**src/rtl/serial_to_parallel_receiver.sv**
```systemverilog
// rtl/serial_to_parallel_receiver.sv - MSB-first framed serial-to-parallel receiver
// Frame length is framesize+1 bits, latched at frame start; the word is right-aligned.
module serial_to_parallel_receiver #(
   parameter int WIDTH = 8
) (
   input  logic             Clock,
   input  logic             Reset,
   input  logic             Enable,
   input  logic [WIDTH-1:0] framesize,
   input  logic             receive,
   input  logic             serial,
   output logic [WIDTH-1:0] parallel,
   output logic             complete,
   output logic             busy,
   output logic             abort
);

   typedef enum logic [1:0] {
      ST_IDLE  = 2'd0,
      ST_SHIFT = 2'd1,
      ST_DONE  = 2'd2
   } state_t;

   localparam logic [WIDTH:0] CNT_ONE = {{WIDTH{1'b0}}, 1'b1};

   state_t           state;
   state_t           state_nxt;
   logic [WIDTH-1:0] shreg;
   logic [WIDTH-1:0] fs;
   logic [WIDTH-1:0] shifted;
   logic [WIDTH:0]   count;
   logic             last_bit;
   logic             fs_zero;

   // shreg is held at zero outside a frame, so short frames come out right-aligned.
   assign shifted  = {shreg[WIDTH-2:0], serial};
   assign last_bit = (count == {1'b0, fs});
   assign fs_zero  = (framesize == '0);

   always_ff @(posedge Clock or posedge Reset) begin
      if (Reset) begin
         state <= ST_IDLE;
      end else if (Enable) begin
         state <= state_nxt;
      end
   end

   always_comb begin
      state_nxt = state;
      case (state)
         ST_IDLE: begin
            if (receive) begin
               state_nxt = fs_zero ? ST_DONE : ST_SHIFT;
            end
         end
         ST_SHIFT: begin
            if (!receive) begin
               state_nxt = ST_IDLE;
            end else if (last_bit) begin
               state_nxt = ST_DONE;
            end
         end
         ST_DONE: begin
            if (!receive) begin
               state_nxt = ST_IDLE;
            end
         end
         default: state_nxt = ST_IDLE;
      endcase
   end

   always_comb begin
      busy     = 1'b0;
      complete = 1'b0;
      case (state)
         ST_SHIFT: busy     = 1'b1;
         ST_DONE:  complete = 1'b1;
         default: begin
            busy     = 1'b0;
            complete = 1'b0;
         end
      endcase
   end

   // Datapath; abort is a registered single-cycle pulse and is cleared on any disabled edge.
   always_ff @(posedge Clock or posedge Reset) begin
      if (Reset) begin
         shreg    <= '0;
         fs       <= '0;
         count    <= '0;
         parallel <= '0;
         abort    <= 1'b0;
      end else if (!Enable) begin
         abort <= 1'b0;
      end else begin
         abort <= 1'b0;
         case (state)
            ST_IDLE: begin
               if (receive) begin
                  fs    <= framesize;
                  shreg <= shifted;
                  count <= CNT_ONE;
                  if (fs_zero) begin
                     parallel <= shifted;
                  end
               end
            end
            ST_SHIFT: begin
               if (receive) begin
                  shreg <= shifted;
                  count <= count + CNT_ONE;
                  if (last_bit) begin
                     parallel <= shifted;
                  end
               end else begin
                  shreg <= '0;
                  count <= '0;
                  abort <= 1'b1;
               end
            end
            ST_DONE: begin
               if (!receive) begin
                  shreg <= '0;
                  count <= '0;
               end
            end
            default: begin
               shreg <= '0;
               count <= '0;
            end
         endcase
      end
   end

endmodule

```
**config.mk**
```make
export PLATFORM = sky130hd
export DESIGN_NAME = serial_to_parallel_receiver
export DESIGN_NICKNAME = d
export VERILOG_FILES = /design/src/rtl/serial_to_parallel_receiver.sv
export SDC_FILE = /design/constraint.sdc
export NUM_CORES = 1
export LEC_CHECK = 0
export CAP_MARGIN = 20
export CORE_MARGIN = 8
export CORE_UTILIZATION = 30
export DETAILED_ROUTE_END_ITERATION = 16
export GPL_TIMING_DRIVEN = 0
export PLACE_DENSITY_LB_ADDON = 0.2
export SYNTH_ARGS = -nofsm -noshare
export SYNTH_HDL_FRONTEND = slang
export SYNTH_SLANG_ARGS = --single-unit
export TNS_END_PERCENT = 5
```
**constraint.sdc**
```tcl
create_clock -name Clock -period 2.4 [get_ports Clock]
set_input_delay 0.72 -clock Clock [delete_from_list [all_inputs] [get_ports Clock]]
set_output_delay 0.72 -clock Clock [all_outputs]
set_load 0.02 [all_outputs]
```
[Yosys cells after proc, flatten, opt, wreduce, memory -nomap -nowiden]
Cells that the tools add are included.
Storage, ports and cells
  bits of input ports: 13
  register bits after elaboration: 35
  logic and storage cells: 47
Operators by class
  equality and inequality tests: 9
  mux-type cells: 24
  reduce and logical (&&, ||, !) cells: 7
  $add $sub $neg: 1
Operators with widths (number)
  2-to-1 mux 8 bit: 4
  2-to-1 mux 9 bit: 3
  case mux 9 bit (3 select lines): 1
  2-to-1 mux 7 bit: 3
  case mux 7 bit (3 select lines): 1
  case mux 8 bit (2 select lines): 1
  2-to-1 mux 2 bit: 5
  inequality test 2 bit (second input constant): 5
  adder 9 x 1 -> 9 bit (second input constant): 1
  equality test 9 x 8 -> 1 bit: 1
  zero test 8 bit: 1
  case mux 2 bit (3 select lines): 1
  AND reduction 3 bit: 2
  AND reduction 6 bit: 1
  2-to-1 mux 1 bit: 5
  AND reduction 4 bit: 1
  inequality test 3 bit (second input constant): 1
  equality test 2 x 1 -> 1 bit (second input constant): 1
  equality test 2 bit (second input constant): 1
  zero test 2 bit: 1
  nonzero test 2 bit: 1

[Longest topological paths before layout]
  depth after elaboration: 4
  gate-level depth with buffers: 6
  depth with buffers taken out: 5

[Worst setup path before layout]
Ideal clock, no wire load.
  path kind: input -> register
  from: in Enable
  to: reg parallel[0]
  buffers on the path: 2
  library setup time: 125 ps
  arrival: 1999 ps
  stages: 6
  data required time: 2275 ps
  setup slack: 276 ps
  path through: buf_4 -> and3b_1 -> buf_6 -> and2_4 -> a41oi_4 -> mux2_2
Between the ends
  word-level cells in the longest chain between the ends: 1
Ends and longest elaborated chain
  start, declared: line 8  | input logic Enable,
  AND reduction 6 bit (no line)
  end signal, assigned: line 104  | parallel <= shifted;
  end signal, assigned: line 113  | parallel <= shifted;
  end, declared: line 12  | output logic [WIDTH-1:0] parallel,
Every way passes these cells.
A chain may end at the register's enable or synchronous reset.

[Worst setup path after layout]
  from: reg state[0]
  to: out busy
Between the ends
  word-level cells in the longest chain between the ends: 2
Ends and longest elaborated chain
  start, declared: line 26  | state_t state;
  start signal, assigned: line 44  | state <= state_nxt;
  equality test 2 x 1 -> 1 bit: line 75  | case (state)
  2-to-1 mux 1 bit: line 75
  end, declared: line 14  | output logic busy,
Every way passes these cells.

==> metrics <==
run status completed; Fin Hold WS about 0.51 ns; CTS Sinks 35; combinational share of power 0.211; Cell variety after synth 39; DR top layer met4; 1st-iter DRT viols 46; GRT overflow 0; Multi-input gate area 787.0 µm²; area leader, netlist dfrtp_1; Clock Skews around 0.009 ns; Met2 Routed Length approximately 1.6 mm; Req. time, crit path approximately 1.7 ns; Lkg Pwr 0.0009758 µW; initial antenna violation count 0; # diodes 0; # setup viols final 0; post-DR wirelength/cell around 14 µm; CTS tree built; Slowest-stage cell, CP dfrtp_2; Synth area leaders dfrtp_1, mux2_2, xor2_1, a22o_1, o21ai_0; first-pass GRT wire length roughly 6 mm; cts bufs inserted 5; Avg Cell Area, Syn ~12 µm²; Top Ports 24; crit path cell chain clkbuf_2 -> nor2b_2 -> dlygate4sd2_1; share of total power in the clock network 0.352; DIE AREA about 8400 µm²; clk buf depth 2; Setup crit end kind output pin; Detailed Routing Iterations Pass 1 4; DPL Wire Length approximately 2.7 mm; DRC 0; pin slew with the least headroom to its limit about 0.60 ns; Yosys top cell area share 0.5109; worst path arrival time 1.56 ns; Flop pwr share 0.437; internal power 1297 µW; Final min period 2.282 ns; vias in the first global route 1,254; FMAX 0.4382 GHz; fillers roughly 520; kind of critical path reg -> out; largest net degree at the start of global routing 23; Final ANT Viol Nets 0; sw power 505.0 µW; clock-pin slew on the worst setup and hold paths 0.07 ns; chip height roughly 92 µm; yosys warns 0; max-slew violation count 0; row cnt 27; Seq. cell area about 880 µm²; Seq/Total Area, Yosys 0.5109; Max Fanout on Critical Path 10; Max Cap Violations 0; WL final 3.520 mm; Syn-to-layout area delta 27.45%; P per Cell Area between 800 and 900 nW/µm²; # port buffers 21; relative slew slack 0.6022; Cell Area, Synth roughly 1700 µm²; post-CTS setup repair buffer count 0; #FFs+latches synth 35; worst stage delay on the critical path roughly 0.44 ns; Max H-tree Level 2; asr flop ratio synth 1.000; Util after Layout 0.3967; drt via density roughly 5; RSZ-0062 raised after global routing no; Via Count approximately 1.2k; Post-Synthesis Cells between 100 and 150; Net Sw Frac 0.2802; Critical Path Source Type register; Synth Flop Type dfrtp_1; Tcrit/Tclk final 0.9510; GRT Total Usage 0.08841; Final Hold Vio Count 0; worst skew pair latency 0.29 ns; hold crit path type reg -> reg; share of cells above drive strength 1 0.2326; die width ~90 µm; met3 wire length 160 µm; M1 WL between 1.5 and 2 mm; core area approximately 5500 µm²; syn_nets ~160; initial core utilization 0.3113; routability cong. slightly below 0.8; NumNets Final approximately 190; Clock Root Buffer clkbuf_8; number of flops mapped to enable cells by yosys 0; VDD IR max 0.3181 mV
==> repair_timing <==
action | 4_1_cts | 5_1_grt
hold endpoints to repair | 0 | 0
setup endpoints to repair | 1 | 2
hold buffers | 0 | 0
resized for setup | 3 | 2
==> cell usage in the layout, fill, tap and decap left out, drive strengths merged, types with 2 or more instances in the layout <==
cell type	n
dfrtp	35
clkdlybuf4s50	19
mux2	17
xor2	10
nor2	8
a22o	8
o21ai	8
nand2	6
clkbuf	6
buf	6
nor2b	4
nor3	3
xnor2	3
a21oi	3
nor4	2
inv	2
nand3	2
a21o	2
o211ai	2
or3	2
and4	2
o2111ai	2
bufinv	2
and2	2
and3	2
==> final timing paths <==
check	endpoint	slack [ns]	cells after the start	start
max reg2reg	parallel[0]$_DFFE_PP0P_	0.52	4	count[2]$_DFFE_PP0P_
max	busy	0.12	3	state[0]$_DFFE_PP0P_
max in group asynchronous	state[0]$_DFFE_PP0P_	1.09	3	Reset
min in group asynchronous	count[7]$_DFFE_PP0P_	0.79	2	Reset
min reg2reg	parallel[3]$_DFFE_PP0P_	0.51	1	parallel[3]$_DFFE_PP0P_
min	parallel[3]$_DFFE_PP0P_	0.51	1	parallel[3]$_DFFE_PP0P_
==> layer usage <==
metal / GRT usage / vias to the layer above
met1: 0.1111 / 603
li1: - / 581
met4: 0.03274 / 0
met2: 0.1381 / 23
met5: 0 / -
met3: 0.02798 / 6
==> flip-flops by register name, indices dropped and copies added (netlist names) <==
| register | cells |
|---|---|
| count | 9 |
| fs | 8 |
| parallel | 8 |
| shreg | 7 |
| state | 2 |
| abort | 1 |
==> power by group through the flow <==
stage	Clock, µW	Sequential, µW	Combinational [µW]
3_5_place_dp	0	799	381
5_1_grt	675	801	425
2_1_floorplan	0	770	279
3_3_place_gp	0	794	368
4_1_cts	654	788	383
6_report	635	787	380
==> cell usage after synthesis (2+ instances only) <==
library cell and n:
dfrtp_1 35, mux2_2 17, xor2_1 10, a22o_1 8
nor2_1 8, o21ai_0 7, nand2_1 6, nor2b_1 4
a21oi_1 3, nor3_1 3, xnor2_1 3, a21o_1 2
and4_1 2, buf_4 2, buf_6 2, inv_1 2
nand3_1 2, nor4_1 2, o2111ai_1 2, o211ai_1 2
or3_1 2
==> kinds of logic (layout without fill, tap and decap cells) <==
logic type / count (synthesis) / count (layout) / synth area share
AO/OA/AOI/OAI: 29 / 29 / 0.1336
XOR/XNOR: 13 / 13 / 0.06642
adder cells (fa/ha/maj): 1 / 1 / 0.007298
buffers and inverters: 8 / 38 / 0.03138
flip-flops: 35 / 35 / 0.5109
multiplexers: 17 / 17 / 0.1117
AND/OR/NAND/NOR: 39 / 39 / 0.1387
==> per-stage QoR <==
stage | setup WS (ns) | cells | TNS, ns | power, µW | cell area (µm²)
floorplan | 0.2761 | 142 | 0 | 1049 | 1714
finish | 0.1177 | 244 | 0 | 1802 | 2185
global route | 0.003568 | 244 | 0 | 1901 | 2185
CTS | 0.03815 | 244 | 0 | 1826 | 2180
global placement | -0.1102 | 235 | -0.1102 | 1162 | 2014
detailed placement | -0.1026 | 236 | -0.1026 | 1180 | 2042
==> critical path, delay by kind of cell, from the launching register on <==
kind	cells	cell delay (ns)
buffers and inverters	2	0.60
DFF	1	0.44
and+or+nand+nor	1	0.23
==> cell type report <==
class,count,share of cell area
inverter,2,0.003436
clock buffer,5,0.03150
timing repair buffer,22,0.1094
clock inverter,3,0.03093
tap,72,0.04124
multi-input combinational,99,0.3603
sequential,35,0.4015
buffer,6,0.02176
Note: power is estimated with default switching activity, not from simulation.
